[src/rtl/axi_bridge_tx_skid.sv]
// rtl/axi_bridge_tx_skid.sv - 2-entry registered slice, full throughput with registered outputs
module axi_bridge_tx_skid #(
   parameter int W = 8
) (
   input  logic         clk,
   input  logic         rst,
   input  logic         push,
   input  logic [W-1:0] push_data,
   output logic         has_space,
   output logic         valid,
   input  logic         ready,
   output logic [W-1:0] data
);

   logic [W-1:0] mem [2];
   logic         wr_ptr, rd_ptr;
   logic [1:0]   count;
   logic         push_ok, pop;

   assign has_space = (count != 2'd2);
   assign valid     = (count != 2'd0);
   assign data      = mem[rd_ptr];
   assign push_ok   = push && has_space;
   assign pop       = valid && ready;

   always_ff @(posedge clk) begin
      if (rst) begin
         wr_ptr <= 1'b0;
         rd_ptr <= 1'b0;
         count  <= 2'd0;
      end else begin
         if (push_ok) wr_ptr <= ~wr_ptr;
         if (pop)     rd_ptr <= ~rd_ptr;
         count <= count + {1'b0, push_ok} - {1'b0, pop};
      end
   end

   always_ff @(posedge clk) begin
      if (push_ok) mem[wr_ptr] <= push_data;
   end

endmodule

[config.mk]
export PLATFORM = sky130hd
export DESIGN_NAME = axi_bridge_tx_skid
export DESIGN_NICKNAME = d
export VERILOG_FILES = /design/src/rtl/axi_bridge_tx_skid.sv
export SDC_FILE = /design/constraint.sdc
export NUM_CORES = 1
export LEC_CHECK = 0
export ABC_CLOCK_PERIOD_IN_PS = 3800
export CORE_MARGIN = 1.5
export CORE_UTILIZATION = 49
export CTS_CLUSTER_SIZE = 10
export DETAILED_ROUTE_END_ITERATION = 6
export GPL_TIMING_DRIVEN = 0
export PLACE_DENSITY = 0.89
export SLEW_MARGIN = 20
export SYNTH_ARGS = -nofsm -noshare
export SYNTH_HDL_FRONTEND = slang
export SYNTH_SLANG_ARGS = --single-unit
[constraint.sdc]
create_clock -name clk -period 3.8 [get_ports clk]
set_clock_uncertainty 0.1 [all_clocks]
set_input_delay 0.76 -clock clk [delete_from_list [all_inputs] [get_ports clk]]
set_output_delay 0.76 -clock clk [all_outputs]
set_load 0.01 [all_outputs]
==> qor.yml <==
die:
  start_util_pct: 53.4
  dieHeight_um: 43.7
  ios: 22
  die_w_um: 43.7
  die-area_sq_um: 1910
  rows: 14
  core_area_sq_um: 1520
sta:
  tightest_slew_ns: 0.678
  final_hold_viol_count: 0
  period_minus_slack_ns: 2.51
  slew_violations: 0
  tns_ns: 0
  period_share_pct: 66.2
  report.final.setup_viol: 0
  fmax_mhz: 398
  rsz0062_at_grt: "false"
  worst_slack_ns: 1.29
  slew_headroom_pct: 54.7
global_route:
  use_met3_pct: 5.83
  antenna_found_initial: 0
  grt.met2_usage_pct: 25.0
  grt_pass1_wl_um: 2130
  grt_pass1_vias: 468
  grt_max_degree: 12
  grt_busiest_layer: "met2"
  use_met1_pct: 20.0
  gr-total-overflow: 0
  grt_util_all_layers_pct: 16.1
setup_path:
  worstSetupEndpointType: "output pin"
  worst-endpoint-arrival_ns: 1.65
  critPathKind: "flop to output pin"
  start_kind: "flop"
  required_ns: 2.94
  worstPathMaxFanout: 8
power_and_ir_drop:
  p_seq_share_pct: 48.4
  pwr-share-clk_pct: 16.2
  power_mw: 0.640
  cellLeakagePower_nw: 0.399
  vdd_drop_max_v: 0.000342
  p_int_mw: 0.464
  combPwrFrac_pct: 35.4
  p_sw_share_pct: 27.5
  powerDensity_nw_per_um2: 598
  p_switching_mw: 0.176
synth:
  ys_seq_area_share_pct: 71.4
  ys_ff_latch: 21
  synth.distinct_cells: 16
  syn_area_per_cell_sq_um: 16.6
  synth.top_cell.area_share_pct: 59.1
  synth_most_common_cell: "edfxtp_1"
  yosysTopAreaCell: "edfxtp_1"
  syn_nets: 63
  synth_enable_flop_cells: 16
  synth_area_sq_um: 813
  synth_flop_cell: "edfxtp_1"
  synth.area.top_cells: "edfxtp_1, dfxtp_1, mux2_1"
  yosys_warnings: 0
  syn_inst: 49
  async_flop_share_pct: 0
  synthTopCellsByCount: "edfxtp_1, mux2_1, dfxtp_1, nor2_1"
min_path:
  hold_path.class: "flop to flop"
clock_tree:
  cts_buffer_depth: 2
  ctsResizeCount: 0
  clk_latency_ns: 0.30
  cts_tree: "built"
  root_buffer: "clkbuf_4"
  htreeDepth: 1
  cts.reportedPaths.clkPinSlew_ns: 0.11
  post-cts-setup-buffer-count: 0
  cts_hold_buf: 0
  cts_sinks: 21
  cts_inserted_buffers: 3
cells_and_area:
  finalNetCount: 89
  regArea_sq_um: 581
  nFillCells: 115
  instances_no_fill: 90
  layout-drive-gt1-share_pct: 10.8
  multi_input_area_sq_um: 224
  antennaDiodeCount: 0
  final_core_util_pct: 70.2
  area_delta_synth_final_pct: 31.5
place:
  place_ws_ns: 1.39
  numPortBuffers: 21
  hpwl_um: 926
  dp.cells: 86
  place_congestion: 0.648
route:
  drc: 0
  wl_per_cell_um: 13.6
  wl_um: 1230
  dr.pass1.iters: 3
  vias: 464
  viasPerCell: 5.16
  drt.antenna.violating_nets: 0
  drtIter0Drc: 5
run:
  maxCapViolations: 0
status:
  outcome: "finished clean"
## final cells by class
class | count | area share, %
multi-input cells | 26 | 20.9
well taps | 16 | 1.87
flip-flops and latches | 21 | 54.3
clock buffers | 4 | 2.46
plain buffers | 1 | 0.468
repair buffers | 21 | 19.6
inverters | 1 | 0.351
## cells by family after synthesis
group                    count (synthesis)  synth area share [%]
multiplexers                             9                  12.9
flip-flops                              21                  71.4
XOR/XNOR                                 3                  3.23
AND/OR/NAND/NOR                         11                  7.23
buffers and inverters                    2                  1.08
AO/OA/AOI/OAI                            1                  1.08
adder cells (fa/ha/maj)                  2                  3.08
## per-stage QoR
| step | hold slack [ns] | instance area (sq um) |
|---|---|---|
| 3_5_place_dp | 0.409 | 1040 |
| 6_report | 0.431 | 1070 |
| 2_1_floorplan | 0.380 | 813 |
| 3_3_place_gp | 0.394 | 1040 |
| 5_1_grt | 0.456 | 1070 |
| 4_1_cts | 0.437 | 1070 |
## power groups by stage
stage / sequential (mW) / combinational, mW / clock [mW]
floorplan: 0.310 / 0.130 / 0
global placement: 0.313 / 0.222 / 0
detailed placement: 0.315 / 0.230 / 0
CTS: 0.310 / 0.232 / 0.107
global route: 0.315 / 0.250 / 0.116
finish: 0.310 / 0.227 / 0.104
## worst paths after layout
kind / depth (start not counted) / startpoint / slack, ns / end
setup reg to reg: 7 / count[1]$_SDFF_PP0_ / 2.12 / count[1]$_SDFF_PP0_
hold / removal: 2 / rd_ptr$_SDFFE_PP0P_ / 0.43 / flop
setup / recovery: 3 / flop / 1.29 / data[0]
hold reg to reg: 2 / rd_ptr$_SDFFE_PP0P_ / 0.43 / flop
## routing by layer
layer	vias to the layer above	routed length [um]
li1	227	-
met1	218	532
met2	15	590
met3	4	84
met4	0	21
met5	-	0
## cells in the final DEF, fill, tap and decap left out
master / instances
and3_1: 1
buf_2: 1
clkbuf_1: 1
clkbuf_4: 3
clkdlybuf4s50_1: 21
dfxtp_1: 5
edfxtp_1: 16
ha_1: 2
inv_1: 1
mux2_1: 8
mux2_4: 1
nand2_2: 1
nand2b_2: 1
nor2_1: 5
nor2b_1: 2
o21a_2: 1
or2_1: 1
xnor2_1: 2
xor2_1: 1
## flip-flops by register name, summed over array words and instances, names as in the netlist, named ones only
signal / cells
count: 2
mem: 16
rd_ptr: 1
wr_ptr: 1
## worst max-delay path: stages (launching register included)
cell and delay [ns]:
dfxtp_1 0.32, buf_2 0.20, mux2_1 0.34, clkdlybuf4s50_1 0.49
Power figures use the tool's default switching activity.
==> patch (same flow settings) <==
Change the parameter `W` from 8 to 7.
--- a/src/rtl/axi_bridge_tx_skid.sv
+++ b/src/rtl/axi_bridge_tx_skid.sv
@@ -1,6 +1,6 @@
 // rtl/axi_bridge_tx_skid.sv - 2-entry registered slice, full throughput with registered outputs
 module axi_bridge_tx_skid #(
-   parameter int W = 8
+   parameter int W = 7
 ) (
    input  logic         clk,
    input  logic         rst,
Ports: changed (resized data and push_data); port bits go from 22 to 20. No check against the original RTL was run, so the function may have changed too.
==> patch against the unedited design <==
Register-to-register slack is essentially flat; setup slack improved by 0.017 ns; sequential cell count fell by 2; wire length fell by 6.2%; area after synthesis down 8.8%; count of clock-buffer cells in the layout unchanged; first-iteration DRC count stayed put; power down 7.8%; cell area fell by 8.7%.
==> patch: results (changes against the unedited design) <==
final wirelength=1.15 mm (-6.2%); multi-input gates=25 (-3.8%); Static Leak=0.000369 µW (-7.6%); Die Wd=41.9 µm (-4.2%); Hold Slack=0.428 ns (-0.00216 ns); Crit Path Max Fanout=7 (-1); setup TNS=0 ns (unchanged); sequential element share of the synthesized area=70.2% (-1.2 points); Clk pin slew, worst setup/hold paths=0.09 ns (-0.02 ns); overall routing resource usage=15.9% (-0.14 points); DP Area=951 µm² (-8.9%); ant diodes=0 (unchanged); normalized max-slew margin=58.6% (+4.0 points); Placed Instances=80 (-7.0%); PD cells=604 nW/µm² (+0.90%); Seq cells=19 (-9.5%); r2r startpoint=count[0]; vias after detailed routing=436 (-6.0%); drt via density=5.19 (+0.68%); Yosys warning count=0 (unchanged); pre-CTS WS=1.36 ns (-0.0236 ns); Mean Syn Cell Area=16.1 µm² (-2.8%); Non-clock buffer share=20.0% (-0.14 points); Peak supply drop=0.000384 V (+12%); Repair and plain buffers=20 (-9.1%); Commonest cells post-synth=edfxtp_1 (14), mux2_1 (7), dfxtp_1 (5), nor2_1 (5); R2R cell count=8 (+1); CP top delay family=buffers and inverters; # port buffers=19 (-9.5%); multi-input logic area=213 µm² (-5.0%); first-pass GRT wire length=2.02 mm (-4.9%); number of enable flip-flop cells after synthesis=14 (-2); Regs by FF count=mem (14), count (2); clk cell area share=2.69% (+0.23 points); synth top area cells=edfxtp_1 (57%), dfxtp_1 (13%), mux2_1 (11%); GPL Wtd Cong=0.628 (-3.1%); status=complete, no violations; htree depth=1 (unchanged)
[patch: cell count changes after synthesis, sizes merged]
cell    before  now
edfxtp      16   14
mux2         9    8
[patch: cell families after synthesis]
family                   count (synthesis)  synth area share [%]
buffers and inverters                    2                  1.18
adder cells (fa/ha/maj)                  2                  3.37
XOR/XNOR                                 3                  3.54
flip-flops                              19                  70.2
multiplexers                             8                  12.6
AND/OR/NAND/NOR                         11                  7.93
AO/OA/AOI/OAI                            1                  1.18
[patch: routing by layer]
| layer | up-vias | wire length [µm] | track usage (%) |
|---|---|---|---|
| li1 | 209 | - | - |
| met1 | 205 | 499 | 19.9 |
| met2 | 18 | 564 | 25.3 |
| met3 | 4 | 61 | 4.35 |
| met4 | 0 | 27 | 7.74 |
| met5 | - | 0 | 0 |
[patch: report_power, final]
| part | total (µW) | leakage [µW] | switching (µW) | internal, µW |
|---|---|---|---|---|
| Sequential | 281 | 0.000172 | 16.4 | 264 |
| Clock | 97.3 | 0.0000150 | 56.5 | 40.8 |
| Combinational | 212 | 0.000182 | 89.4 | 122 |
[patch: how the worst max path moves through the flow]
| stage | endpoint | slack (ns) | cells after the start | from |
|---|---|---|---|---|
| 3_5_place_dp | count[1] | 1.36 | 8 | push |
| 5_1_grt | data[3] | 1.20 | 3 | register |
| 3_3_place_gp | count[1] | 1.45 | 8 | push |
| 6_report | data[3] | 1.30 | 3 | register |
| 4_1_cts | data[3] | 1.28 | 3 | register |
| 2_1_floorplan | count[1] | 1.91 | 7 | ready |
[patch: tightest hold or removal path, delay by kind of cell, from the launching register on]
family,cells,cell delay [ns]
and+or+nand+nor,1,0.07
xor gates and xnor gates,1,0.09
DFF,1,0.34
